### config.mk
export PLATFORM = sky130hd
export DESIGN_NAME = mmu_tile_sequencer
export DESIGN_NICKNAME = d
export VERILOG_FILES = /design/src/rtl/mmu_tile_sequencer.sv
export SDC_FILE = /design/constraint.sdc
export NUM_CORES = 1
export LEC_CHECK = 0
export BUFFER_PORTS_ARGS = -buffer_cell sky130_fd_sc_hd__buf_2
export CAP_MARGIN = 30
export CORE_ASPECT_RATIO = 1.4
export CORE_MARGIN = 2
export CORE_UTILIZATION = 25
export CTS_CLUSTER_SIZE = 14
export DETAILED_ROUTE_END_ITERATION = 16
export PLACE_DENSITY_LB_ADDON = 0.15
export SLEW_MARGIN = 20
export SYNTH_ARGS = -nofsm -noshare
export SYNTH_HDL_FRONTEND = slang
export SYNTH_SLANG_ARGS = --single-unit
### constraint.sdc
create_clock -name clk -period 9 [get_ports clk]
set_input_delay 2.7 -clock clk [delete_from_list [all_inputs] [get_ports clk]]
set_output_delay 2.7 -clock clk [all_outputs]
set_load 0.03 [all_outputs]
### src/rtl/mmu_tile_sequencer.sv
// Per-tile sequencer for the weight-stationary systolic MMU.
// Loads weights, activates them, streams activations and paces result writes.
module mmu_tile_sequencer #(
    parameter int MATRIX_WIDTH   = 14,
    parameter int ADDR_WIDTH     = 16,
    parameter int ROW_WIDTH      = 16,
    parameter int RESULT_LATENCY = 30
) (
    input  logic                  clk,
    input  logic                  rst_n,
    input  logic                  cmd_valid,
    output logic                  cmd_ready,
    input  logic [ADDR_WIDTH-1:0] cmd_weight_addr,
    input  logic [ADDR_WIDTH-1:0] cmd_act_addr,
    input  logic [ADDR_WIDTH-1:0] cmd_res_addr,
    input  logic [ROW_WIDTH-1:0]  cmd_rows,
    input  logic                  cmd_weight_signed,
    input  logic                  cmd_act_signed,
    output logic                  wbuf_rd_en,
    output logic [ADDR_WIDTH-1:0] wbuf_rd_addr,
    output logic                  abuf_rd_en,
    output logic [ADDR_WIDTH-1:0] abuf_rd_addr,
    output logic                  mmu_enable,
    output logic                  mmu_load_weight,
    output logic [7:0]            mmu_weight_address,
    output logic                  mmu_weight_signed,
    output logic                  mmu_activate_weight,
    output logic                  mmu_systolic_signed,
    output logic                  res_wr_en,
    output logic [ADDR_WIDTH-1:0] res_wr_addr,
    output logic                  busy,
    output logic                  done
);

    typedef enum logic [2:0] {
        IDLE,
        LOAD,
        LOAD_TAIL,
        ACTIVATE,
        COMPUTE,
        DRAIN
    } state_e;

    state_e                    state_q;
    logic [7:0]                k_q;
    logic [7:0]                ld_idx_q;
    logic [ROW_WIDTH-1:0]      r_q;
    logic [ROW_WIDTH-1:0]      rows_q;
    logic [ADDR_WIDTH-1:0]     wbase_q;
    logic [ADDR_WIDTH-1:0]     abase_q;
    logic [ADDR_WIDTH-1:0]     waddr_q;
    logic [ADDR_WIDTH-1:0]     waddr_d;
    logic                      wsig_q;
    logic                      asig_q;
    logic                      ld_q;
    logic                      sys_q;
    logic                      done_q;
    logic [RESULT_LATENCY-1:0] pipe_q;
    logic [RESULT_LATENCY-1:0] pipe_d;
    logic                      accept;

    assign cmd_ready  = (state_q == IDLE);
    assign accept     = cmd_valid & cmd_ready;
    assign wbuf_rd_en = (state_q == LOAD);
    assign abuf_rd_en = (state_q == COMPUTE);

    assign wbuf_rd_addr = wbuf_rd_en
                        ? wbase_q + ADDR_WIDTH'(k_q) : '0;
    assign abuf_rd_addr = abuf_rd_en
                        ? abase_q + ADDR_WIDTH'(r_q) : '0;

    assign mmu_enable          = (state_q != IDLE);
    assign mmu_load_weight     = ld_q;
    assign mmu_weight_address  = ld_idx_q;
    assign mmu_weight_signed   = wsig_q &
                                 ((state_q == LOAD) |
                                  (state_q == LOAD_TAIL));
    assign mmu_activate_weight = (state_q == ACTIVATE);
    assign mmu_systolic_signed = sys_q;

    assign res_wr_en   = pipe_q[RESULT_LATENCY-1];
    assign res_wr_addr = res_wr_en ? waddr_q : '0;
    assign busy        = mmu_enable | done_q;
    assign done        = done_q;

    // Bit i set means an activation read happened i+1 cycles ago.
    always_comb begin
        pipe_d  = {pipe_q[RESULT_LATENCY-2:0], abuf_rd_en};
        waddr_d = waddr_q;
        if (accept) begin
            waddr_d = cmd_res_addr;
        end else if (res_wr_en) begin
            waddr_d = waddr_q + ADDR_WIDTH'(1);
        end
    end

    always_ff @(posedge clk or negedge rst_n) begin
        if (!rst_n) begin
            state_q  <= IDLE;
            k_q      <= '0;
            ld_idx_q <= '0;
            r_q      <= '0;
            rows_q   <= '0;
            wbase_q  <= '0;
            abase_q  <= '0;
            waddr_q  <= '0;
            wsig_q   <= 1'b0;
            asig_q   <= 1'b0;
            ld_q     <= 1'b0;
            sys_q    <= 1'b0;
            done_q   <= 1'b0;
            pipe_q   <= '0;
        end else begin
            done_q   <= 1'b0;
            ld_q     <= wbuf_rd_en;
            ld_idx_q <= wbuf_rd_en ? k_q : '0;
            sys_q    <= abuf_rd_en & asig_q;
            pipe_q   <= pipe_d;
            waddr_q  <= waddr_d;
            unique case (state_q)
                IDLE: begin
                    if (cmd_valid) begin
                        wbase_q <= cmd_weight_addr;
                        abase_q <= cmd_act_addr;
                        rows_q  <= cmd_rows;
                        wsig_q  <= cmd_weight_signed;
                        asig_q  <= cmd_act_signed;
                        k_q     <= '0;
                        r_q     <= '0;
                        state_q <= LOAD;
                    end
                end
                LOAD: begin
                    k_q <= k_q + 8'd1;
                    if (k_q == 8'(MATRIX_WIDTH - 1)) begin
                        state_q <= LOAD_TAIL;
                    end
                end
                LOAD_TAIL: state_q <= ACTIVATE;
                ACTIVATE: begin
                    // Empty tile has nothing to drain: finish now.
                    if (rows_q == '0) begin
                        state_q <= IDLE;
                        done_q  <= 1'b1;
                    end else begin
                        state_q <= COMPUTE;
                    end
                end
                COMPUTE: begin
                    r_q <= r_q + ROW_WIDTH'(1);
                    if (r_q == rows_q - ROW_WIDTH'(1)) begin
                        state_q <= DRAIN;
                    end
                end
                DRAIN: begin
                    if (pipe_q[RESULT_LATENCY-2:0] == '0) begin
                        state_q <= IDLE;
                        done_q  <= 1'b1;
                    end
                end
                default: state_q <= IDLE;
            endcase
        end
    end

endmodule
After elaboration in Yosys (flattened, before gate mapping):

Index checks and enable logic that the tools add are counted.

* register bits: 134
* input port bits: 69
* word-level logic and storage cells: 66

* add/sub/neg operators: 6
* equal/unequal tests: 11
* mux-type cells: 19
* bitwise gates (word level): 5
* reduce and logical (&&, ||, !) cells: 11

Operator list (number)
* $mux 16: 6
* $add 16x1->16 const B: 2
* $pmux 16 s2: 1
* $logic_not 29->1: 1
* $pmux 3 s6: 1
* $add 16x16->16: 1
* $add 16x8->16: 1
* $eq 16x16->1: 1
* $logic_not 16->1: 1
* $mux 8: 2
* $pmux 8 s2: 1
* $sub 16x1->16 const B: 1
* $mux 3: 5
* $add 8x1->8 const B: 1
* $eq 8x4->1 const B: 1
* $eq 3x2->1 const B: 2
* $eq 3x3->1 const B: 2
* $reduce_and 2->1: 3
* $reduce_bool 2->1: 3
* $ne 2x1->1 const B: 2
* $ne 2x2->1 const B: 2
* $reduce_and 4->1: 1
* $and 1x1->1: 3
* $eq 3x1->1 const B: 1
* other kinds (5): 7

Longest topological paths before layout:

Gate-level depths: netlist (run 1).

* depth after elaboration: 4
* gate-level depth with buffers: 9

Worst setup path before layout (run 1):

No wires, ideal clock.

* path kind: reg-to-output
* start point: register r_q[0]
* end point: output abuf_rd_addr[14]
* arrival time: 2.498 ns
* required time: 6.300 ns
* setup slack: 3.802 ns
* cell stages (with the launch flop): 9
* path buffers: 0
* cells stage by stage: dfrtp_1 > ha_1 > fa_1 > a21o_1 > a2111oi_2 > a21oi_1 > a41oi_1 > xor2_1 > nor2_1

* longest elaborated chain between the ends: 2

Ends and longest elaborated chain
* start: declaration: line 47 `logic [ROW_WIDTH-1:0] r_q;`
* start signal: assignment: line 150 `r_q <= r_q + ROW_WIDTH'(1);`
* $add 16x16->16: line 70 `? abase_q + ADDR_WIDTH'(r_q) : '0;`
* $mux 16: line 70
* end: declaration: line 22 `output logic [ADDR_WIDTH-1:0] abuf_rd_addr,`

No other way between the ends.

Final worst setup path (run 1):

Ends and elaborated chain as after synthesis.

==> summary.md, run 1 <==
| Metric | Value |
|---|---|
| Status | `finished clean` |
| Routability cong. | `around 0.80` |
| Die ar. | `31100 um2` |
| CP endpoint kind | `output port` |
| Post-DP HPWL | `approximately 15000 um` |
| Global route overflow | `0` |
| Worst R2R Setup Slack | `6.38 ns` |
| Starting Density | `25.4%` |
| Yosys cell types | `63` |
| Wire length of the first global-routing pass | `~33000 um` |
| Sum Neg Setup Slack | `0 ns` |
| Area Overhead vs Synth | `22.5%` |
| Clock skew | `slightly below 0.009 ns` |
| Hold-fix buffers, CTS | `0` |
| CTS buffer count | `17` |
| Post-CTS setup buffers | `0` |
| Layout Nets | `approximately 1100` |
| Final instance area | `9090 um2` |
| Final std cells w/o fill | `~1300` |
| Placed cell area | `approximately 8400 um2` |
| Worst path arrival time | `about 3.1 ns` |
| Yosys reg bits | `134` |
| Post-Place Cells | `about 1300` |
| Most common cell in the synthesized netlist | `nand2_1` |
| Share of layout cells above drive strength 1 | `between 10% and 20%` |
| CP startpoint kind | `register` |
| Placeable Area | `about 29000 um2` |
| Reg2reg start | `state_q[1]$_DFFE_PN0P_` |
| Clk sinks | `134` |
| Clock Path Buffers | `2` |
| Critical path class | `register to output port` |
| Post-Syn Area per Cell | `slightly below 9 um2` |
| MaxCap Viol Count | `0` |
| Slew Viols, Final | `0` |
| CTS clk-pin slew, worst paths | `0.06 ns` |
| Vias after detailed routing | `around 6300` |
| Largest net degree at the start of global routing | `72` |
| Final setup violation count | `0` |
| RSZ-0062 raised after global routing | `false` |
| Headroom to the max-slew limit | `around two fifths` |
| CTS root buffer | `clkbuf_16` |
| Final Hold Vio Count | `0` |
| Top_reg_cell synth | `dfrtp_1` |
| First drt pass iteration count | `4` |
| Min-delay worst type | `register to register` |
| Synthesized area | `between 7000 and 8000 um2` |
| Wire length per cell | `about 15 um` |
| Tcrit/Tclk final | `roughly 64%` |
| PwrDens | `around 310 nW/um2` |
| Fin crit period | `between 5 and 6 ns` |
| Rows | `74` |
| 1st-iter DRT viols | `190` |
| Syn Inst Count | `roughly 830` |
| Critical path data required time | `6.30 ns` |
| Worst r2r dst | `k_q[3]$_DFFE_PN0P_` |
| YS warnings | `0` |
| Post-synth top area share | `between 40% and 50%` |
| Power Total | `~2.8 mW` |
| Post-synth EDFFs | `0` |
| Drt drc | `0` |
| Io pins | `between 100 and 150` |
| Worst-skew pair later-pin latency | `0.43 ns` |
| Die Ht | `208 um` |
| CTS tree | `built` |
| Worst-margin pin slew | `around 0.9 ns` |
| Post-cts sizing count | `0` |
| Die Wd | `150 um` |
| Antenna-violating nets left | `0` |
| GR Util All Layers | `around 14%` |
| Critical path destination | `abuf_rd_addr[14]` |
| Final worst setup slack | `3.21 ns` |
| Crit path launch | `r_q[0]$_DFFE_PN0P_` |
| Area leader, netlist | `dfrtp_1` |
| Leak | `4.38 nW` |
| Initial antenna violation count | `1` |
| Setup WS pre-CTS | `around 3.6 ns` |
| Top cells by instance count after synthesis | `206 x nand2_1, 134 x dfrtp_1, 60 x o21ai_0` |
| Vias in the first global route | `just over 6000` |
| Largest cells by area after synthesis | `dfrtp_1 45%, nand2_1 10%, ha_1 4.9%` |
| Syn Nets | `between 900 and 1000` |
| FF-to-FF path depth | `8` |
| Seq/Total Area, Yosys | `45.2%` |
| Max Freq | `0.173 GHz` |
| PortBufs | `around 140` |
| Drt via density | `around 4.6` |
| Async set-or-reset flop fraction in the synthesized netlist | `100%` |
| Worst VDD drop | `0.112 mV` |
| Drt total wl | `between 20000 and 25000 um` |
| CP Max Fanout | `6` |
| H-tree lvl count | `4` |
## worst max-delay path, cell delays in order (launching register included)
cell and delay, ns:
dfrtp_1 0.44, ha_1 0.25, fa_1 0.41, a21o_1 0.20, a2111oi_2 0.42, a21oi_1 0.25
a41oi_1 0.29, xor2_1 0.18, nor2_1 0.05, buf_2 0.17
## stage by stage
stage / util (%) / hold slack (ns)
final: 31.2 / 0.374
after global routing: 31.1 / 0.384
after CTS: 31.0 / 0.372
after detailed placement: 28.9 / 0.363
after global placement: 28.9 / 0.361
after floorplan: - / 0.354
## power breakdown
part / leakage (nW) / internal (mW) / total [mW] / switching [mW]
Sequential: 1.75 / 0.774 / 0.992 / 0.218
Combinational: 2.34 / 0.408 / 1.09 / 0.679
Clock: 0.290 / 0.446 / 0.733 / 0.288
## metal layers
metal	vias up	share of wire, %	global-route usage [%]
met3	22	3.3	2.62
met1	2985	42	16.4
met5	-	0	0
li1	3142	-	-
met2	121	52	24.5
met4	0	1.9	5.06
## how the worst min path moves through the flow
stage	startpoint	end	slack, ns	depth (start not counted)
after global routing	pipe_q[25]$_DFF_PN0_	pipe_q[26]$_DFF_PN0_	0.38	0
after detailed placement	pipe_q[25]$_DFF_PN0_	pipe_q[26]$_DFF_PN0_	0.36	0
after floorplan	pipe_q[15]$_DFF_PN0_	pipe_q[16]$_DFF_PN0_	0.35	0
final	pipe_q[13]$_DFF_PN0_	pipe_q[14]$_DFF_PN0_	0.37	0
after CTS	pipe_q[25]$_DFF_PN0_	pipe_q[26]$_DFF_PN0_	0.37	0
after global placement	pipe_q[13]$_DFF_PN0_	pipe_q[14]$_DFF_PN0_	0.36	0
## registers in the layout (all words and copies together) (netlist names)
| register | flops |
|---|---|
| pipe_q | 30 |
| abase_q | 16 |
| r_q | 16 |
| rows_q | 16 |
| waddr_q | 16 |
| wbase_q | 16 |
| k_q | 8 |
| mmu_weight_address | 8 |
| state_q | 3 |
| asig_q | 1 |
| done | 1 |
| mmu_load_weight | 1 |
| mmu_systolic_signed | 1 |
| wsig_q | 1 |
## cells in the final DEF, fill, tap and decap left out, types with 4 or more instances in the layout
master,Yosys,layout
nor3b_1,4,4
a311oi_1,4,4
nor4b_1,6,6
and4_1,5,5
mux2i_1,5,5
o21ai_0,60,60
o21a_1,4,4
o211ai_1,5,5
inv_1,15,15
a21o_1,8,8
ha_1,29,29
nand2b_1,6,6
clkbuf_16,0,17
buf_2,14,134
nand3_1,21,21
or3_1,6,6
and2_1,29,28
buf_4,0,5
clkinvlp_4,0,4
a21oi_1,19,19
dfrtp_1,134,134
xor2_1,31,31
a31oi_1,8,8
nor2_1,48,48
nand4_1,20,20
and3_1,14,14
nand2_1,206,205
nor4_1,14,14
nor3_1,14,14
xnor2_1,25,25
## final cells by class
type / instances / area, um2
diodes: 1 / 2.50
clock buffers: 18 / 439
clock inverters: 14 / 176
fillers: 3108 / 20100
inverters: 18 / 67.6
multi-input cells: 642 / 3820
flip-flops and latches: 134 / 3350
well taps: 380 / 475
repair buffers: 142 / 754
## kinds of logic after synthesis
logic type,synth area share [%]
xor+xnor,6.61
buf+inv,3.39
mux,0.675
fa+ha+maj,5.43
compound gates,11.6
simple gates,27.1
flops,45.2
(Power assumes the default switching activity.)
==> run 2, diff against run 1 <==
==> constraint.sdc (replaced) <==
create_clock -name clk -period 5.61 [get_ports clk]
set_input_delay 1.683 -clock clk [delete_from_list [all_inputs] [get_ports clk]]
set_output_delay 1.683 -clock clk [all_outputs]
set_load 0.03 [all_outputs]
==> run 2 against run 1 <==
Sequential share of layout area decreased by 0.18 points. Combinational power increased by 61%. Non-clock buffer count increased by 2. Power increased by 63%. Sequential power increased by 59%. Clock skew increased by 0.00092 ns. Clock power increased by 69%. Hold slack improved by 0.0017 ns. Global-route usage increased by 0.12 points.
==> summary.md, run 2 (same netlist as run 1, synthesis figures left out) <==
| Metric | Value |
|---|---|
| Leak | `4.41 nW (+0.71%)` |
| RSZ-0062 raised after global routing | `false` |
| Cell Chain, Critical Path | `ha_1, fa_1, a21o_1, a2111oi_2, a21oi_1, a41oi_1, xor2_1, nor2_1, buf_2` |
| Clk sinks | `134 (unchanged)` |
| Vias after detailed routing | `6222 (-0.77%)` |
| First drt pass iteration count | `4 (unchanged)` |
| Wire length of the first global-routing pass | `33900 um (+1.4%)` |
| Final Util | `31.3% (+0.15 points)` |
| CP endpoint kind | `output port` |
| Clock Path Buffers | `2 (unchanged)` |
| Drt drc | `0 (unchanged)` |
| Die Ht | `208 um (unchanged)` |
| PortBufs | `135 (unchanged)` |
| Final Hold Vio Count | `0 (unchanged)` |
| Fin crit period | `4.78 ns` |
| Io pins | `136 (unchanged)` |
| Reg2reg start | `rows_q[0]$_DFFE_PN0P_` |
| Wire length per cell | `15.4 um (about the same)` |
| Slew Viols, Final | `0 (unchanged)` |
| CTS tree | `built` |
| Routability cong. | `0.799 (-0.25%)` |
| Buf/Inv on CP | `1 (unchanged)` |
| CTS buffer count | `17 (unchanged)` |
| Worst path arrival time | `3.09 ns (about the same)` |
| 1st-iter DRT viols | `231 (+22%)` |
| H-tree lvl count | `4 (unchanged)` |
| Worst-skew pair later-pin latency | `0.42 ns (about the same)` |
| Max reg flops | `30 (unchanged)` |
| PwrDens | `501 nW/um2 (+62%)` |
| Slowest cell on crit path | `dfrtp_1` |
| Worst r2r dst | `state_q[0]$_DFFE_PN0P_` |
| Delay-heaviest family, CP | `compound AO/OA/AOI/OAI gates` |
| Post-DP HPWL | `15100 um (+0.76%)` |
| Most frequent cells in the layout | `205 x nand2_1, 134 x dfrtp_1, 134 x buf_2` |
| Drt total wl | `20800 um (about the same)` |
| Tcrit/Tclk final | `approximately 85%` |
| Die Wd | `150 um (unchanged)` |
| Share of layout cells above drive strength 1 | `19.3% (-0.21 points)` |
| Antenna-violating nets left | `0 (unchanged)` |
| Final setup violation count | `0 (unchanged)` |
| Final instance area | `9130 um2 (+0.50%)` |
| Rows | `74 (unchanged)` |
| FF-to-FF path depth | `8 (unchanged)` |
| Area Overhead vs Synth | `23.1%` |
| Starting Density | `25.4% (unchanged)` |
| Logic depth of the worst path, buffers included | `9 (unchanged)` |
| Largest net degree at the start of global routing | `93 (+29%)` |
| Placeable Area | `29200 um2 (unchanged)` |
| Post-Place Cells | `1317 (+0.23%)` |
| Post-CTS setup buffers | `0 (unchanged)` |
| Layout Nets | `1057 (+0.19%)` |
| Drt via density | `4.61 (-0.77%)` |
| Initial antenna violation count | `1 (unchanged)` |
| Die ar. | `31100 um2 (unchanged)` |
| Sum Neg Setup Slack | `0 ns (unchanged)` |
| Placed cell area | `8460 um2 (+0.27%)` |
| GR Util All Layers | `13.9% (+0.12 points)` |
| CTS root buffer | `clkbuf_16` |
| Commonest non-fill, non-tap cell in the layout | `nand2_1` |
| Worst VDD drop | `0.171 mV (+53%)` |
| Max Freq | `between 0.2 and 0.25 GHz` |
| Worst R2R Setup Slack | `3.01 ns (-3.37 ns)` |
| CP Max Fanout | `6 (unchanged)` |
| Final std cells w/o fill | `1349 (unchanged)` |
| Headroom to the max-slew limit | `34.3% (-4.0 points)` |
| Critical path data required time | `3.93 ns (-2.37 ns)` |
| Worst hold slack | `0.376 ns (+0.00169 ns)` |
| Status | `finished clean` |
| Biggest register | `pipe_q` |
| Critical path destination | `abuf_rd_addr[14]` |
| CTS clk-pin slew, worst paths | `0.06 ns (about the same)` |
| Min-delay worst type | `register to register` |
| Clock skew | `0.00966 ns (+0.000923 ns)` |
| CP max stage delay | `0.43 ns (about the same)` |
| Global route overflow | `0 (unchanged)` |
| MaxCap Viol Count | `0 (unchanged)` |
| Vias in the first global route | `6314 (+1.4%)` |
| CP startpoint kind | `register` |
| Critical path class | `register to output port` |
| Worst-margin pin slew | `0.984 ns (+0.0591 ns)` |
| Post-cts sizing count | `0 (unchanged)` |
| Hold-fix buffers, CTS | `0 (unchanged)` |
| Crit path launch | `r_q[0]$_DFFE_PN0P_` |
run 2: cell types whose count changed in the layout (fill, tap and decap cells not counted), sizes merged:
cell / before / now
clkbuf: 18 / 22
bufinv: 3 / 5
clkinvlp: 4 / 1
inv: 18 / 16
buf: 142 / 144
clkinv: 7 / 4
run 2: where the power goes:
group          switching, mW  internal [mW]  leakage, nW
Combinational           1.09          0.659         2.35
Sequential             0.341           1.24         1.75
Clock                  0.421          0.820        0.312
run 2: worst min-delay path by stage:
stage	slack, ns	cells past startpoint	endpoint	startpoint
6_report	0.38	0	pipe_q[25]$_DFF_PN0_	pipe_q[24]$_DFF_PN0_
5_1_grt	0.38	0	pipe_q[14]$_DFF_PN0_	pipe_q[13]$_DFF_PN0_
4_1_cts	0.38	0	pipe_q[14]$_DFF_PN0_	pipe_q[13]$_DFF_PN0_
3_5_place_dp	0.36	0	pipe_q[15]$_DFF_PN0_	pipe_q[14]$_DFF_PN0_
3_3_place_gp	0.36	0	pipe_q[14]$_DFF_PN0_	pipe_q[13]$_DFF_PN0_
2_1_floorplan	0.35	0	pipe_q[16]$_DFF_PN0_	pipe_q[15]$_DFF_PN0_
run 2: routing by layer:
metal | global-route usage, % | routed length, um | vias to the layer above
li1 | - | - | 3132
met1 | 16.4 | 8650 | 2955
met2 | 24.6 | 10900 | 112
met3 | 2.68 | 764 | 23
met4 | 5.45 | 520 | 0
met5 | 0 | 0 | -
run 2: per-stage QoR:
| stage | power (mW) | setup slack [ns] |
|---|---|---|
| after floorplan | 2.86 | 1.43 |
| after global placement | 3.38 | 1.30 |
| after detailed placement | 3.39 | 1.28 |
| after CTS | 4.67 | 0.804 |
| after global routing | 4.96 | 0.631 |
| final | 4.57 | 0.835 |
run 2: area by class of cell:
| cell class | instances | area [um2] |
|---|---|---|
| multi-input combinational | 642 | 3820 |
| clock buffer | 22 | 474 |
| antenna | 1 | 2.50 |
| inverter | 18 | 67.6 |
| tap | 380 | 475 |
| clock inverter | 8 | 171 |
| timing repair buffer | 144 | 769 |
| fill | 3120 | 20000 |
| sequential | 134 | 3350 |
run 2: worst reg2reg max path, delay by kind of cell (launching register included):
family,cells,cell delay (ns)
AND/OR/NAND/NOR,3,1.14
XOR/XNOR,1,0.18
AO/OA/AOI/OAI,2,0.37
adder cells (fa/ha/maj),1,0.24
flip-flops,1,0.46
buffers and inverters,1,0.12
